## src/rtl/regfile_writeback_queue.sv

```systemverilog
// Serialises ALU and load write-backs into the register file's single write port via an in-order FIFO.
// A request accepted at edge N commits at edge N+1 at the earliest; readies come from registered occupancy only.
module regfile_writeback_queue #(
  parameter int DEPTH = 4,
  parameter int XLEN  = 32,
  parameter int RW    = 5
) (
  input  logic                     clk,
  input  logic                     rst,
  input  logic                     alu_valid,
  output logic                     alu_ready,
  input  logic [RW-1:0]            alu_rd,
  input  logic [XLEN-1:0]          alu_data,
  input  logic                     mem_valid,
  output logic                     mem_ready,
  input  logic [RW-1:0]            mem_rd,
  input  logic [XLEN-1:0]          mem_data,
  output logic                     regWrite,
  output logic [RW-1:0]            Writereg,
  output logic [XLEN-1:0]          Writedata,
  input  logic [RW-1:0]            lk_reg1,
  input  logic [RW-1:0]            lk_reg2,
  output logic                     lk_hit1,
  output logic                     lk_hit2,
  output logic [XLEN-1:0]          lk_data1,
  output logic [XLEN-1:0]          lk_data2,
  output logic [$clog2(DEPTH):0]   count,
  output logic                     empty,
  output logic                     full
);

  localparam int PW = $clog2(DEPTH);
  localparam int CW = $clog2(DEPTH) + 1;

  logic [RW-1:0]   rd_q   [DEPTH];
  logic [XLEN-1:0] data_q [DEPTH];
  logic [PW-1:0]   rp_q, rp_d, wp_q, wp_d, mem_slot;
  logic [CW-1:0]   count_q, count_d, free;
  logic            alu_en, mem_en, deq;

  assign free      = CW'(DEPTH) - count_q;
  assign alu_ready = (free != '0);
  assign mem_ready = (free >= CW'(2));

  // x0 requests complete the handshake but never occupy a slot
  assign alu_en   = alu_valid && alu_ready && (alu_rd != '0);
  assign mem_en   = mem_valid && mem_ready && (mem_rd != '0);
  assign mem_slot = wp_q + PW'(alu_en);
  assign deq      = (count_q != '0);

  assign rp_d    = rp_q + PW'(deq);
  assign wp_d    = wp_q + PW'(alu_en) + PW'(mem_en);
  assign count_d = count_q + CW'(alu_en) + CW'(mem_en) - CW'(deq);

  always_ff @(posedge clk or negedge rst) begin
    if (!rst) begin
      rp_q    <= '0;
      wp_q    <= '0;
      count_q <= '0;
    end else begin
      rp_q    <= rp_d;
      wp_q    <= wp_d;
      count_q <= count_d;
    end
  end

  always_ff @(posedge clk) begin
    if (alu_en) begin
      rd_q[wp_q]   <= alu_rd;
      data_q[wp_q] <= alu_data;
    end
    if (mem_en) begin
      rd_q[mem_slot]   <= mem_rd;
      data_q[mem_slot] <= mem_data;
    end
  end

  assign count     = count_q;
  assign empty     = (count_q == '0);
  assign full      = (count_q == CW'(DEPTH));
  assign regWrite  = !empty;
  assign Writereg  = empty ? '0 : rd_q[rp_q];
  assign Writedata = empty ? '0 : data_q[rp_q];

  // Walk oldest to youngest so the last match left standing is the youngest
  always_comb begin
    logic [PW-1:0] idx;
    idx      = '0;
    lk_hit1  = 1'b0;
    lk_hit2  = 1'b0;
    lk_data1 = '0;
    lk_data2 = '0;
    for (int i = 0; i < DEPTH; i++) begin
      idx = rp_q + PW'(i);
      if (CW'(i) < count_q) begin
        if ((lk_reg1 != '0) && (rd_q[idx] == lk_reg1)) begin
          lk_hit1  = 1'b1;
          lk_data1 = data_q[idx];
        end
        if ((lk_reg2 != '0) && (rd_q[idx] == lk_reg2)) begin
          lk_hit2  = 1'b1;
          lk_data2 = data_q[idx];
        end
      end
    end
  end

endmodule

```

## config.mk

```make
export PLATFORM = sky130hd
export DESIGN_NAME = regfile_writeback_queue
export DESIGN_NICKNAME = d
export VERILOG_FILES = /design/src/rtl/regfile_writeback_queue.sv
export SDC_FILE = /design/constraint.sdc
export NUM_CORES = 1
export LEC_CHECK = 0
export ABC_AREA = 1
export BUFFER_PORTS_ARGS = -buffer_cell sky130_fd_sc_hd__clkbuf_2
export CAP_MARGIN = 30
export CORE_MARGIN = 4
export CORE_UTILIZATION = 64
export DETAILED_ROUTE_END_ITERATION = 16
export GPL_ROUTABILITY_DRIVEN = 0
export PLACE_DENSITY = 0.92
export SYNTH_ARGS = -nofsm -noshare
export SYNTH_HDL_FRONTEND = slang
export SYNTH_SLANG_ARGS = --single-unit
```

## constraint.sdc

```tcl
create_clock -name clk -period 6.3 [get_ports clk]
set_input_delay 1.26 -clock clk [delete_from_list [all_inputs] [get_ports clk]]
set_output_delay 1.26 -clock clk [all_outputs]
set_load 0.02 [all_outputs]
```

---- After elaboration in Yosys (flattened, before gate mapping) ----
Memories as Yosys holds them, arrays and structs flattened.
Cells that the tools add are included.
word-level totals
  memories ................................ 2
  output and inout bits ................... 111
  bits in writable memories ............... 148
  logic and storage cells ................. 87
  register bits after elaboration ......... 7
  input port bits ......................... 88
memory list
  name    words  bits a word  rd ports  clocked after memory_dff  write ports  line  text
  data_q  4      32           4         0                         2            36    logic [XLEN-1:0] data_q [DEPTH];
  rd_q    4      5            4         0                         2            35    logic [RW-1:0] rd_q [DEPTH];
cells by class
  magnitude comparators ................... 5
  reductions and logical operators ........ 20
  add/sub/neg operators ................... 10
  equality and inequality tests ........... 9
  mux-type cells .......................... 38
operator list
  operator             number
  $mux 32              17
  $eq 5x5->1           8
  $mux 1               20
  $reduce_bool 5->1    4
  $logic_and 1x1->1    12
  $add 2x1->2          3
  $add 3x1->3          2
  $lt 1x3->1 const A   2
  $lt 2x3->1 const A   2
  $reduce_bool 3->1    2
  $mux 5               1
  $add 2x2->2 const B  2
  $eq 3x3->1 const B   1
  $ge 3x2->1 const B   1
  $logic_not 3->1      1
  $sub 3x1->3          1
  $sub 3x3->3 const A  1
  $add 2x1->2 const B  1
  $logic_not 1->1      1

---- Depth between registers and ports, before layout ----
An unclocked memory read counts as a cell.
  depth in word-level cells ............... 11
  mapped depth ............................ 18

---- Worst setup path before layout ----
Ideal clock, no wire load.
  path kind ............................... in2reg
  start point ............................. in alu_rd[1]
  end point ............................... mem data_q[2][0] (enable)
  library setup time ...................... 0.483 ns
  setup slack ............................. 1.461 ns
  arrival ................................. 4.357 ns
  stages .................................. 5
  buffers on the path ..................... 0
  cells stage by stage .................... nor3_1 -> nand2_1 -> nand3_1 -> or2_2 -> o21ai_0
RTL lines
  item         line  text
  from (decl)  12    input logic [RW-1:0] alu_rd,
  to (decl)    36

---- Worst setup path after layout ----
  start point ............................. reg rp_q[1]
  end point ............................... out lk_data2[0]
on the way
  cells in the longest elaborated chain, start to end .. 11
ends and longest elaborated chain
  item                                                  line  text
  from (decl)                                           37    logic [PW-1:0] rp_q, rp_d, wp_q, wp_d, mem_slot;
  from (signal assigned)                                61    rp_q <= rp_d;
  branches (longest 10 deep; another with $mem_v2 4x5)  --
  $mux 32 (*)                                           95    if (CW'(i) < count_q) begin
  to (decl)                                             26    output logic [XLEN-1:0] lk_data2,
Every way passes the cells marked *.

==> flow_summary.yaml <==
status:
  status: "completed"
detailed_routing:
  drtIter0Drc: 1939
  drtAntennaViolNets: 0
  first_pass_iters: 8
  wirelength_um: 43200
  drc: 0
  vias: 15500
  viasPerCell: 5.90
  route.detailed.wl_per_inst_um: 16.5
floorplanning:
  row_count: 53
  core-area_mm2: 0.0212
  die_x_um: 155
  initial_utilization_pct: 65.6
  fp.dieH_um: 155
  io_pins: 199
  dieArea_mm2: 0.0242
critical_path:
  criticalPathCategory: "reg2out"
  r2r_start: "count[0]"
  critical_path.startpoint_type: "register"
  end_kind: "output port"
  r2r_end: "data_q[1][22]"
  crit_required_ns: 5.04
  r2r_slack_ns: 2.50
  critPathArrivalTime_ns: 4.69
  reg2reg_depth: 11
  cp_max_fo: 80
cts:
  hold_buffers: 0
  cts_root_buf: "clkbuf_16"
  cts_tree: "built"
  clk_path_buf_depth: 2
  clk_pin_slew_ns: 0.06
  clock_latency_ns: 0.43
  htreeDepth: 4
  cts_buffers: 17
  cts.sinks: 155
place:
  port_buffers: 198
  dp.cells: 2589
  hpwl_um: 29000
global_route:
  grt_overflow_total: 0
  grt_pass1_vias: 14300
  antenna_found_initial: 3
  grt_start_max_net_pins: 123
  grt_pass1_wl_um: 68900
  grtUsageTotal_pct: 35.2
cells_and_area:
  drive_above_1_share_pct: 12.7
  multiInputGateArea_mm2: 0.00778
  instances_no_fill: 2621
  layout_common_cells: "nand2_1, o21ai_0, nor2_1"
  layout_commonest_cell: "nand2_1"
  fillers: 1670
  ff_latch_area_mm2: 0.00463
  nNetsFinal: 2434
  syn_to_final_growth_pct: 10.6
  diodes: 0
synthesis:
  ys.warnings.count: 0
  syn-cell-area_mm2: 0.0139
  yosys.area.top_type: "edfxtp_1"
  avgSynthCellArea_um2: 6.17
  ys_types: 33
  syn-num-nets: 2353
  synth_area_leaders: "edfxtp_1, nand2_1, o21ai_0"
  synth_seq_cells: 155
  seq_area_frac_synth_pct: 33.2
  synth_cells: 2253
  yosys.area.top_type_share_pct: 31.9
timing:
  finalSetupViolCount: 0
  finalWorstPathRequiredPeriod_ns: 5.95
  final-hold-violation-count: 0
  period_share_pct: 94.4
  rsz0062_at_grt: "false"
  hold_ws_ns: 0.672
  skew_ns: 0.00831
  timing.fmax_mhz: 168
  slew_headroom_pct: 32.8
  tns_ns: 0
  drv_slew: 0
  tightest_slew_ns: 1.01
run:
  maxCapViolations: 0
worst_hold_path:
  min_path_type: "in2async"
==> flip-flops by register name, indices dropped and copies added, names as in the netlist <==
name    count
rp_q        2
count       3
data_q    128
wp_q        2
rd_q       20
==> synth_stat cells, drive strengths merged <==
cell type,number
nand4,66
fa,2
xor2,9
nand2,803
a21oi,5
xnor2,3
a21boi,1
inv,208
dfrtp,7
edfxtp,148
nor2,271
ha,10
clkbuf,66
buf,95
o21ai,422
or2,2
and2,1
nor3,2
nand3,132
==> final cells by class <==
class,instances,area share (%)
Sequential cell,155,30.1
Multi-Input combinational cell,1729,50.6
Clock inverter,14,1.32
Tap cell,275,2.24
Clock buffer,17,2.77
Inverter,208,5.09
Timing Repair Buffer,223,7.95
==> cell families after synthesis <==
| logic type | after synthesis | synth area share [%] |
|---|---|---|
| flip-flops | 155 | 33.2 |
| AND/OR/NAND/NOR | 1277 | 37.7 |
| AO/OA/AOI/OAI | 428 | 15.6 |
| adder cells (fa/ha/maj) | 12 | 1.19 |
| buffers and inverters | 369 | 11.6 |
| XOR/XNOR | 12 | 0.756 |
==> worst max-delay path, stage by stage (launching register included) <==
cell	delay [ns]
dfrtp_4	0.68
inv_2	0.28
nand2_2	0.09
nand2_4	0.60
nand3_1	0.23
nand3_1	0.13
nand2_1	0.09
nor2_4	0.07
buf_4	0.41
nand3_2	0.82
nand2_1	0.34
nand3_1	0.13
nand2_1	0.09
nand2_1	0.08
clkbuf_2	0.16
==> how the worst max path moves through the flow <==
stage	slack [ns]	cells past startpoint	startpoint	endpoint
2_1_floorplan	1.46	5	alu_rd[1]	data_q[2][0]
3_3_place_gp	1.14	14	rp_q[1]	lk_data1[0]
3_5_place_dp	0.90	14	rp_q[1]	lk_data1[20]
4_1_cts	0.46	14	rp_q[1]	lk_data1[20]
5_1_grt	0.08	13	rp_q[1]	lk_data2[12]
6_report	0.35	14	rp_q[1]	lk_data2[0]
==> metal layers <==
metal  share of wire (%)  up-vias  track usage [%]  wire length [um]
met5               0.086        -                0                37
met4                 5.4        6             19.6              2330
met3                  14      251             8.57              5990
met2                  45     1114             56.1             19400
met1                  36     6663             43.8             15500
li1                    -     7440                -                 -
==> through the flow <==
step / util (%) / setup WS (ns) / cell area (um2)
after floorplan: - / 1.46 / 13900
after global placement: 69.2 / 1.14 / 14700
after detailed placement: 69.4 / 0.905 / 14700
after CTS: 72.4 / 0.459 / 15400
after global routing: 72.5 / 0.0771 / 15400
final: 72.5 / 0.352 / 15400
==> repair_timing <==
action                                 in CTS  in global routing
gates resized for setup                     0                  1
setup endpoints to repair                   0                  1
setup buffers                               0                  0
endpoints found under the hold margin       0                  0
Power is left out: the tool's default activity adds up to more than one toggle a clock period on the data nets, which glitch-free logic cannot reach.
